**src/rtl/egress_rr_arbiter.sv**
```systemverilog
// Round-robin egress arbiter: grants one ready port FIFO at a time and pops up to
// MAX_BURST words into a single registered output slot with valid/ready handshake.
module egress_rr_arbiter #(
  parameter int NUM_OF_PORTS = 4,
  parameter int WORD_WIDTH   = 8,
  parameter int MAX_BURST    = 4
) (
  input  logic                               clk,
  input  logic                               rst,
  input  logic                               arb_en,
  input  logic [NUM_OF_PORTS-1:0]            port_ready,
  input  logic [NUM_OF_PORTS*WORD_WIDTH-1:0] port_data,
  output logic [NUM_OF_PORTS-1:0]            port_read,
  output logic                               out_valid,
  input  logic                               out_ready,
  output logic [WORD_WIDTH-1:0]              out_data,
  output logic [2:0]                         out_port,
  output logic                               busy
);

  localparam int IDXW = (NUM_OF_PORTS > 2) ? $clog2(NUM_OF_PORTS) : 1;

  typedef enum logic {IDLE, XFER} state_e;

  state_e                  state_q, state_d;
  logic [IDXW-1:0]         gnt_q, gnt_d;
  logic [IDXW-1:0]         last_q, last_d;
  logic [3:0]              bcnt_q, bcnt_d, bcntInc;
  logic                    out_valid_q;
  logic [WORD_WIDTH-1:0]   out_data_q;
  logic [2:0]              out_port_q;

  logic [WORD_WIDTH-1:0]   portWord [NUM_OF_PORTS];
  logic [IDXW-1:0]         pick, cand;
  logic                    pickValid;
  logic                    slotFree, grantReady, pop;

  always_comb begin
    for (int i = 0; i < NUM_OF_PORTS; i++) begin
      portWord[i] = port_data[i*WORD_WIDTH +: WORD_WIDTH];
    end
  end

  // Scan downward from the farthest candidate so the nearest ready port after last wins.
  always_comb begin
    pick      = last_q;
    pickValid = 1'b0;
    cand      = '0;
    for (int k = NUM_OF_PORTS; k >= 1; k--) begin
      cand = IDXW'((int'(last_q) + k) % NUM_OF_PORTS);
      if (port_ready[cand]) begin
        pick      = cand;
        pickValid = 1'b1;
      end
    end
  end

  assign grantReady = port_ready[gnt_q];
  assign slotFree   = !out_valid_q || out_ready;
  assign bcntInc    = bcnt_q + 4'd1;

  always_ff @(posedge clk or posedge rst) begin
    if (rst) begin
      state_q <= IDLE;
      gnt_q   <= '0;
      bcnt_q  <= '0;
      last_q  <= IDXW'(NUM_OF_PORTS - 1);
    end else begin
      state_q <= state_d;
      gnt_q   <= gnt_d;
      bcnt_q  <= bcnt_d;
      last_q  <= last_d;
    end
  end

  always_comb begin
    state_d = state_q;
    gnt_d   = gnt_q;
    bcnt_d  = bcnt_q;
    last_d  = last_q;
    case (state_q)
      IDLE: begin
        if (arb_en && pickValid) begin
          state_d = XFER;
          gnt_d   = pick;
          bcnt_d  = '0;
        end
      end
      XFER: begin
        if (!grantReady) begin
          state_d = IDLE;
          last_d  = gnt_q;
        end else if (slotFree) begin
          bcnt_d = bcntInc;
          if (bcntInc == 4'(MAX_BURST)) begin
            state_d = IDLE;
            last_d  = gnt_q;
          end
        end
      end
    endcase
  end

  always_comb begin
    pop       = (state_q == XFER) && grantReady && slotFree;
    port_read = '0;
    if (pop) begin
      port_read[gnt_q] = 1'b1;
    end
    busy = (state_q == XFER);
  end

  // A pop refills the slot in the same edge that the old word is accepted, so no bubble.
  always_ff @(posedge clk or posedge rst) begin
    if (rst) begin
      out_valid_q <= 1'b0;
      out_data_q  <= '0;
      out_port_q  <= '0;
    end else if (pop) begin
      out_valid_q <= 1'b1;
      out_data_q  <= portWord[gnt_q];
      out_port_q  <= 3'(gnt_q);
    end else if (out_ready) begin
      out_valid_q <= 1'b0;
    end
  end

  assign out_valid = out_valid_q;
  assign out_data  = out_data_q;
  assign out_port  = out_port_q;

endmodule

```
**config.mk**
```make
export PLATFORM = sky130hd
export DESIGN_NAME = egress_rr_arbiter
export DESIGN_NICKNAME = d
export VERILOG_FILES = /design/src/rtl/egress_rr_arbiter.sv
export SDC_FILE = /design/constraint.sdc
export NUM_CORES = 1
export LEC_CHECK = 0
export BUFFER_PORTS_ARGS = -buffer_cell sky130_fd_sc_hd__buf_2
export CAP_MARGIN = 20
export CELL_PAD_IN_SITES_DETAIL_PLACEMENT = 0
export CELL_PAD_IN_SITES_GLOBAL_PLACEMENT = 1
export CORE_ASPECT_RATIO = 1.1
export CORE_MARGIN = 5
export CORE_UTILIZATION = 35
export CTS_BUF_LIST = sky130_fd_sc_hd__clkbuf_16
export DETAILED_ROUTE_END_ITERATION = 16
export PLACE_DENSITY = 0.84
export SETUP_SLACK_MARGIN = 0.3
export SYNTH_ARGS = -nofsm -noshare
export SYNTH_HDL_FRONTEND = slang
export SYNTH_SLANG_ARGS = --single-unit
```
**constraint.sdc**
```tcl
create_clock -name clk -period 2.2 [get_ports clk]
set_clock_uncertainty 0.1 [all_clocks]
set_input_delay 0.11 -clock clk [delete_from_list [all_inputs] [get_ports clk]]
set_output_delay 0.11 -clock clk [all_outputs]
set_load 0.02 [all_outputs]
```
==> results.md <==
- RSZ-0062 raised after global routing: false
- CTS sink cnt: 20
- Area Growth Syn to Fin: 34.88%
- Initial core utilization: roughly 36%
- # nets final: 212
- Cell count after synthesis: 113
- CP Data Arrival Time: 1.87 ns
- Initial DRC count: 21
- Worst path buffer plus inverter count: 0
- ANT nets after route: 0
- Total gr overflow: 0
- I/O pin count: 57
- Port Buffers: 55
- Post-synth net total: 155
- # DRC: 0
- Most common cell after layout, fill and taps aside: buf_2
- Delay-heaviest family, CP: multiplexers
- DRT met1 WL: 1287 um
- Worst-case clock buffer depth: 2
- Routed wl met3: 143 um
- Worst Setup End Kind: flip-flop
- Min-delay worst type: input pin to flip-flop
- Htree depth: 1
- Worst path slowest cell: mux4_2
- GPL Wtd Cong: between 0.8 and 0.9
- All-Layer GR Usage: between 10% and 20%
- Fmax: 0.5598 GHz
- Clk root buf: clkbuf_16
- Crit Path Max Fanout: 3
- Synth cell types: 40
- MaxCap Viol Count: 0
- DIE WIDTH: around 70 um
- Setup Viol. Count Final: 0
- CTS tree: yes
- Final setup TNS: 0 ns
- Post-Route WL: between 3000 and 4000 um
- Most frequent cells in the layout: buf_2, dfrtp_1, nand2_1
- Via count: 1117
- Hold Violations, Final: 0
- Worst-margin pin slew: 0.7341 ns
- Lkg Pwr: 0.0008405 uW
- Main synth FF type: dfrtp_1
- Slew Viols, Final: 0
- Fin crit period: 1.786 ns
- Final worst-path cycle share: 81.20%
- Max incr delay on CP: 0.56 ns
- Post-synth EDFFs: 0
- Clk pin slew, worst setup/hold paths: 0.06 ns
- Worst skew pair latency: 0.25 ns
- Final core occ: 48.56%
- Die footprint: 5018 um^2
- # diodes: 0
- Async SR Flop Fraction: 100.0%
- Synth Cell Area: ~1300 um^2
- CTS Buf Count: 3
- Outcome: finished clean
- Register area share after synthesis: 38.84%
- Vias in the first global route: roughly 1100
- CP Cell Sequence: mux4_2 -> or2_0 -> o221ai_4 -> mux2_4
- Core area: 3597 um^2
- Largest net degree at the start of global routing: 21
- First-pass GRT wire length: 5209 um
- Initial antenna violation count: 0
- Met2 wire len: 1892 um
- Crit path required time: between 2 and 2.5 ns
- Syn Area/Cell: 11.46 um^2
- Placed insts: 211
- Critical setup path kind: flip-flop to flip-flop
- Die Height: 73.80 um
- Worst setup SP type: flip-flop
- Peak VDD IR: approximately 0.43 mV
- Vias per inst: 5.100
- Max transition margin: 51.01%
- Ys Warns: 0
- Highest routed metal layer: met4
- Power Dens Cells: 1355 nW/um^2
- Drt pass-1 iters: 4
- Wire length per cell: 15.57 um
- Post-DP HPWL: 2596 um
- FP Rows: 23
- Finished Layout Cells: between 200 and 250
- Layout cells sized above 1: approximately half
- #FFs+latches synth: 20
==> per-layer routing <==
| metal | GRT usage (%) | vias to the layer above |
|---|---|---|
| li1 | - | 529 |
| met1 | 16.75 | 543 |
| met2 | 22.70 | 37 |
| met3 | 1.529 | 8 |
| met4 | 8.168 | 0 |
| met5 | 0 | - |
==> flip-flops by register name, summed over array words and instances (netlist names) <==
signal and flops:
out_port 2, out_data 8, busy 1, bcnt_q 4, gnt_q 2, last_q 2, out_valid 1
==> path summary, 6_finish.rpt <==
path / from / end / slack (ns) / cells after the start
max: gnt_q[0] / last_q[1] / 0.41 / 4
min: port_ready[1] / out_port[0] / 0.17 / 3
max reg2reg: gnt_q[0] / last_q[1] / 0.41 / 4
min reg2reg: out_port[0] / out_port[0] / 0.40 / 2
max in group asynchronous: rst / busy / 1.12 / 3
min in group asynchronous: rst / out_data[1] / 0.42 / 3
==> cell usage after synthesis (2+ instances only) <==
cell type  instances  share of area (%)
buf_2              2               0.77
buf_1              2               0.58
nor2_1             2               0.58
a21oi_1            3                1.2
o21ai_0            5                1.9
mux4_2             6                 10
mux2_4             2                2.3
mux4_1             3                6.1
dfstp_2            2                4.1
dfrtp_1           18                 35
nand2_1           11                3.2
nand2b_1           4                1.9
nor2b_1            2               0.97
ha_1               2                1.9
buf_6              2                1.7
nand3_1            8                3.1
mux2_2             9                7.8
nor3_1             2               0.77
clkbuf_1           2               0.58
mux2i_1            2                1.5
inv_1              5                1.4
==> tightest hold or removal path, cell delays in order <==
cell,delay [ns]
buf_2,0.14
mux2i_1,0.12
o21ai_0,0.10
==> area by class of cell <==
class	count	area [um^2]
well taps	50	62.56
multi-input cells	79	734.5
clock buffers	3	75.07
fillers	342	1851
repair buffers	61	322.8
clock inverters	1	30.03
inverters	5	18.77
flip-flops and latches	20	503.0
==> logic make-up (layout without fill, tap and decap cells) <==
family	after synthesis	in the layout	synth area share, %
AO/OA/AOI/OAI	17	17	9.179
adder cells (fa/ha/maj)	2	2	1.932
buffers and inverters	14	70	5.701
flip-flops	20	20	38.84
multiplexers	22	22	28.21
other	1	1	0.2896
AND/OR/NAND/NOR	37	37	15.85
==> metrics by stage <==
step                setup WS (ns)  instance area (um^2)  total power, uW  hold slack (ns)
detailed placement         0.2927                  1593             1826           0.1765
global route               0.3582                  1747             2513           0.2124
global placement           0.3268                  1593             1782           0.1562
floorplan                  0.3566                  1295             1552         -0.02765
finish                     0.4136                  1747             2367           0.1731
CTS                        0.3188                  1734             2367           0.1774
==> power breakdown <==
part	internal [uW]	switching, uW	leakage (uW)
combinational	568	603	0.000546
sequential	554	139	0.000244
clock	361	141	0.0000511
total	1480	884	0.000841
==> repair_timing <==
item | CTS | global route
hold buffers | 1 | 0
endpoints found under the hold margin | 18 | 0
buffers inserted | 2 | 1
setup endpoints to repair | 2 | 2
gates resized for setup | 1 | 2
cloned | 0 | 0
pin swaps | 1 | 1
Note: power is estimated with default switching activity, not from simulation.
